File: config.mk
export PLATFORM = sky130hd
export DESIGN_NAME = operand_entry_adder_flat
export DESIGN_NICKNAME = d
export VERILOG_FILES = /design/src/rtl/operand_entry_adder_if.sv /design/src/rtl/operand_entry_adder.sv /design/src/flat_wrapper.sv
export SDC_FILE = /design/constraint.sdc
export NUM_CORES = 1
export LEC_CHECK = 0
export ABC_CLOCK_PERIOD_IN_PS = 4150
export BUFFER_PORTS_ARGS = -buffer_cell sky130_fd_sc_hd__buf_2
export CORE_UTILIZATION = 57
export CTS_CLUSTER_SIZE = 28
export DETAILED_ROUTE_END_ITERATION = 12
export HOLD_SLACK_MARGIN = 0.03
export PLACE_DENSITY = 0.84
export SETUP_SLACK_MARGIN = 0.05
export SYNTH_ARGS = -nofsm -noshare
export SYNTH_HDL_FRONTEND = slang
export SYNTH_SLANG_ARGS = --single-unit
File: constraint.sdc
create_clock -name CLOCK_50 -period 4.15 [get_ports CLOCK_50]
set_clock_uncertainty 0.05 [all_clocks]
set_input_delay 0.83 -clock CLOCK_50 [delete_from_list [all_inputs] [get_ports CLOCK_50]]
set_output_delay 0.83 -clock CLOCK_50 [all_outputs]
set_load 0.005 [all_outputs]
File: src/rtl/operand_entry_adder_if.sv
// Switch/button inputs and result outputs of the operand entry adder.
// The slave side is the adder; the master side drives the board inputs.
interface operand_entry_adder_if #(
   parameter int WIDTH = 4
);
   logic [WIDTH-1:0] SW;
   logic             enter_n;
   logic             clear_n;
   logic [WIDTH-1:0] sum;
   logic             carryout;
   logic             result_valid;
   logic [1:0]       phase;

   modport master (
      output SW,
      output enter_n,
      output clear_n,
      input  sum,
      input  carryout,
      input  result_valid,
      input  phase
   );

   modport slave (
      input  SW,
      input  enter_n,
      input  clear_n,
      output sum,
      output carryout,
      output result_valid,
      output phase
   );
endinterface

File: src/rtl/operand_entry_adder.sv
// Captures two operands on ENTER presses and holds their sum and carry.
// Buttons are synchronised and edge-detected into registered pulses.
module operand_entry_adder #(
   parameter int WIDTH       = 4,
   parameter int SYNC_STAGES = 2
) (
   input  logic                 CLOCK_50,
   input  logic                 rst_n,
   operand_entry_adder_if.slave bus
);

   typedef enum logic [1:0] {
      WAIT_A = 2'b00,
      WAIT_B = 2'b01,
      SHOW   = 2'b10
   } state_t;

   state_t state, state_nx;

   logic [SYNC_STAGES-1:0] enter_sync;
   logic [SYNC_STAGES-1:0] clear_sync;
   logic                   enter_prev;
   logic                   clear_prev;
   logic                   enter_p;
   logic                   clear_p;

   logic [WIDTH-1:0] reg_a, reg_a_nx;
   logic [WIDTH-1:0] sum_q, sum_nx;
   logic             carry_q, carry_nx;
   logic             valid_q, valid_nx;
   logic [WIDTH:0]   add_w;

   // Idle level is 1 so reset release never looks like a press.
   always_ff @(posedge CLOCK_50 or negedge rst_n) begin
      if (!rst_n) begin
         enter_sync <= '1;
         clear_sync <= '1;
         enter_prev <= 1'b1;
         clear_prev <= 1'b1;
         enter_p    <= 1'b0;
         clear_p    <= 1'b0;
      end else begin
         enter_sync <= {enter_sync[SYNC_STAGES-2:0], bus.enter_n};
         clear_sync <= {clear_sync[SYNC_STAGES-2:0], bus.clear_n};
         enter_prev <= enter_sync[SYNC_STAGES-1];
         clear_prev <= clear_sync[SYNC_STAGES-1];
         enter_p    <= enter_prev & ~enter_sync[SYNC_STAGES-1];
         clear_p    <= clear_prev & ~clear_sync[SYNC_STAGES-1];
      end
   end

   assign add_w = {1'b0, reg_a} + {1'b0, bus.SW};

   always_comb begin
      state_nx = state;
      reg_a_nx = reg_a;
      sum_nx   = sum_q;
      carry_nx = carry_q;
      valid_nx = valid_q;
      if (clear_p) begin
         state_nx = WAIT_A;
         reg_a_nx = '0;
         sum_nx   = '0;
         carry_nx = 1'b0;
         valid_nx = 1'b0;
      end else begin
         unique case (state)
            WAIT_A, SHOW: begin
               if (enter_p) begin
                  state_nx = WAIT_B;
                  reg_a_nx = bus.SW;
                  sum_nx   = bus.SW;
                  carry_nx = 1'b0;
                  valid_nx = 1'b0;
               end
            end
            WAIT_B: begin
               if (enter_p) begin
                  state_nx = SHOW;
                  sum_nx   = add_w[WIDTH-1:0];
                  carry_nx = add_w[WIDTH];
                  valid_nx = 1'b1;
               end
            end
            default: begin
               state_nx = WAIT_A;
               reg_a_nx = '0;
               sum_nx   = '0;
               carry_nx = 1'b0;
               valid_nx = 1'b0;
            end
         endcase
      end
   end

   always_ff @(posedge CLOCK_50 or negedge rst_n) begin
      if (!rst_n) begin
         state   <= WAIT_A;
         reg_a   <= '0;
         sum_q   <= '0;
         carry_q <= 1'b0;
         valid_q <= 1'b0;
      end else begin
         state   <= state_nx;
         reg_a   <= reg_a_nx;
         sum_q   <= sum_nx;
         carry_q <= carry_nx;
         valid_q <= valid_nx;
      end
   end

   assign bus.sum          = sum_q;
   assign bus.carryout     = carry_q;
   assign bus.result_valid = valid_q;
   assign bus.phase        = state;

endmodule

File: src/flat_wrapper.sv
// flat-port wrapper written by rule: the top's interface ports become plain ports
module operand_entry_adder_flat 
#(
   parameter int WIDTH       = 4,
   parameter int SYNC_STAGES = 2
)
  (CLOCK_50, rst_n, bus_SW, bus_enter_n, bus_clear_n, bus_sum, bus_carryout, bus_result_valid, bus_phase);
  operand_entry_adder_if #(.WIDTH(WIDTH)) bus_i ();
  input  logic CLOCK_50;
  input  logic rst_n;
  input wire logic [$bits(bus_i.SW)-1:0] bus_SW;
  input wire logic [$bits(bus_i.enter_n)-1:0] bus_enter_n;
  input wire logic [$bits(bus_i.clear_n)-1:0] bus_clear_n;
  output wire logic [$bits(bus_i.sum)-1:0] bus_sum;
  output wire logic [$bits(bus_i.carryout)-1:0] bus_carryout;
  output wire logic [$bits(bus_i.result_valid)-1:0] bus_result_valid;
  output wire logic [$bits(bus_i.phase)-1:0] bus_phase;
  assign bus_i.SW = bus_SW;
  assign bus_i.enter_n = bus_enter_n;
  assign bus_i.clear_n = bus_clear_n;
  assign bus_sum = bus_i.sum;
  assign bus_carryout = bus_i.carryout;
  assign bus_result_valid = bus_i.result_valid;
  assign bus_phase = bus_i.phase;
  operand_entry_adder #(.WIDTH(WIDTH), .SYNC_STAGES(SYNC_STAGES)) u_core (.CLOCK_50(CLOCK_50), .rst_n(rst_n), .bus(bus_i));
endmodule
==> results.py <==
metrics = {
    "final_layout": {
        "final_net_count": 111,
        "sequential_cell_area_um2": 483,
        "share_of_post_route_cells_with_drive_strength_above_1_pct": 28.9,
        "num-fill-cells": 117,
        "most-common-layout-cells": "buf_2, dfrtp_1, nor2_1, a21oi_1, nand2_1",
        "multi_input_area_um2": 370,
        "area.growth.synth_to_final_pct": 7.85,
        "layout.cells.most_common": "buf_2",
        "antenna_cells": 0,
    },
    "setup_path": {
        "largest_stage_delay_worst_path_ns": 0.58,
        "critPathCaptureType": "output pin",
        "arrival_ns": 1.08,
        "crit_family": "flip-flops",
        "cp_num_buf_inv": 1,
        "crit_path_max_fanout": 13,
        "cp-start-kind": "flop",
        "crit_chain": "buf_2",
        "worst-setup-path-type": "flop to output pin",
        "highest_delay_cell_along_the_critical_path": "dfrtp_1",
        "crit_required_ns": 3.27,
    },
    "logic_synthesis": {
        "yosys.area.top_type": "dfrtp_1",
        "post_synth_num_cell_types": 25,
        "synthesis.instances": 83,
        "synth_largest_type_area_fraction_pct": 35.2,
        "synth_nets": 96,
        "ys_seq_elements": 19,
        "leading_post_synthesis_cells_by_cell_area": "dfrtp_1, dfstp_2, ha_1",
        "synth_sequential_area_ratio_pct": 52.2,
        "synth_warnings": 0,
        "synthesis.area_per_instance_um2": 11.1,
        "syn_area_um2": 925,
    },
    "route": {
        "routedLengthMet1_um": 663,
        "drtIter0Drc": 17,
        "drc": 0,
        "met2_wirelength_um": 710,
        "final_routed_wirelength_across_all_metal_layers_mm": 1.52,
        "routed-wl-met3_um": 111,
        "detailroute.via_count": 635,
        "top_signal_layer_used": "met4",
        "antenna_violating_nets_post_route": 0,
        "detail_route.first_pass.iterations": 4,
        "drt-wirelength-per-cell_um": 13.5,
        "detail_route.vias_per_cell": 5.62,
    },
    "hold_path": {
        "hold_path.class": "flop to flop",
    },
    "global_routing": {
        "grt_start_max_net_pins": 20,
        "number_of_antenna_violations_at_the_first_check_in_global_routing": 0,
        "grt_first_pass_wirelength_mm": 2.73,
        "grt.overflow.total": 0,
        "vias_in_the_first_global_route": 633,
        "grt_usage_pct": 21.5,
    },
    "sta": {
        "period_needed_ns": 1.96,
        "post-route-period-util_pct": 47.2,
        "report.final.setup_viol": 0,
        "hold-worst-slack_ns": 0.293,
        "timing.final.max_slew_violations": 0,
        "rsz0062_at_grt": "no",
        "setup-tns-final_ns": 0,
        "max_frequency_ghz": 0.511,
        "report.final.hold_viol_count": 0,
        "timing_worst_slew_pin_value_ns": 0.610,
        "worst_slew_margin_rel_pct": 59.3,
    },
    "power_and_ir_drop": {
        "cellLeakagePower_uw": 0.000500,
        "worst_ir_drop_on_vdd_v": 0.000360,
        "cellPowerDensity_mw_per_mm2": 411,
    },
    "clocking": {
        "clk_pin_slew_ns": 0.12,
        "cts_setup_buffers": 0,
        "cts.root.buffer_cell": "clkbuf_4",
        "clock_tree.htree_level_count": 1,
        "clock_network_latency_to_the_later_pin_of_the_worst_skew_pair_ns": 0.31,
        "cts-resized-gates": 0,
        "clock_sink_count": 19,
        "tritoncts": "built",
        "cts.hold.buffers_added": 0,
        "tritoncts.num_buffers": 3,
        "cts_max_path_buffers": 2,
    },
    "floorplanning": {
        "die-height_um": 42.3,
        "floorplan.initialDensity_pct": 61.4,
        "placement_rows": 14,
        "boundaryPins": 16,
        "die_area_mm2": 0.00179,
        "core_outline_area_mm2": 0.00151,
        "die_width_um": 42.3,
    },
    "flow_run": {
        "cap_viol_max_count": 0,
    },
    "placement": {
        "place.gp.congestion": 0.813,
        "buffer_ports.inserted": 15,
        "dp_hpwl_mm": 1.10,
    },
    "outcome": {
        "result_of_the_run": "completed",
    },
}
## metal layers
layer	global-route usage, %	up-vias
met1	26.7	293
met2	32.3	27
li1	-	309
met3	9.48	6
met4	10.0	0
met5	0	-
## flip-flops by register name, summed over array words and instances, names as in the netlist
| signal | cells |
|---|---|
| u_core.bus.carryout | 1 |
| u_core.bus.phase | 2 |
| u_core.bus.sum | 4 |
| u_core.clear_p | 1 |
| u_core.clear_prev | 1 |
| u_core.clear_sync | 2 |
| u_core.enter_p | 1 |
| u_core.enter_prev | 1 |
| u_core.enter_sync | 2 |
| u_core.reg_a | 4 |
## power by group
group          switching (uW)  internal, uW
logic                    41.8          44.4
clock network            60.0          36.7
registers                20.7           207
## final cells by class
class,instances,share of cell area [%]
timing repair buffer,15,7.53
clock inverter,1,0.753
clock buffer,3,2.26
inverter,5,1.88
tap,16,2.01
multi-input combinational,54,37.1
sequential,19,48.4
## per-stage QoR
stage / utilization, % / instance area, um2 / std cells / power, uW / setup slack, ns
5_1_grt: 66.2 / 997 / 113 / 437 / 2.13
3_3_place_gp: 64.2 / 967 / 109 / 313 / 2.04
3_5_place_dp: 64.2 / 967 / 109 / 318 / 2.00
6_report: 66.2 / 997 / 113 / 410 / 2.19
2_1_floorplan: - / 925 / 83 / 293 / 2.18
4_1_cts: 66.2 / 997 / 113 / 414 / 2.20
## kinds of logic (layout without fill, tap and decap cells)
family,Yosys count,count (layout),synth area share [%]
compound gates,21,21,15.0
simple gates,22,22,11.2
mux,4,4,4.33
buf+inv,10,24,7.71
flops,19,19,52.2
fa+ha+maj,5,5,7.58
xor+xnor,2,2,1.89
## path summary, 6_finish.rpt
path	start	cells after the start	endpoint	slack, ns
max	u_core.bus.phase[0]	1	bus_phase[0]	2.19
min	u_core.clear_sync[0]	0	u_core.clear_sync[1]	0.29
max reg2reg	u_core.reg_a[0]	6	u_core.bus.sum[1]	2.58
min reg2reg	u_core.clear_sync[0]	0	u_core.clear_sync[1]	0.29
max in group asynchronous	rst_n	1	u_core.clear_prev	3.33
min in group asynchronous	rst_n	1	u_core.reg_a[1]	0.37
## cells in the mapped netlist
cell type	count
o21ai_0	3
a32o_1	1
nor2b_1	3
inv_1	5
o31ai_1	1
a211o_2	1
dfstp_2	6
nand2_1	7
fa_1	1
nor3b_1	1
a22oi_1	1
ha_1	4
a21oi_1	7
or3b_4	1
a21o_1	3
o22ai_1	2
a22o_1	1
nor2_1	9
dfrtp_1	13
nor2_2	1
xor2_1	2
mux2i_1	4
buf_4	1
buf_6	4
o32a_1	1
Power figures use the tool's default switching activity.
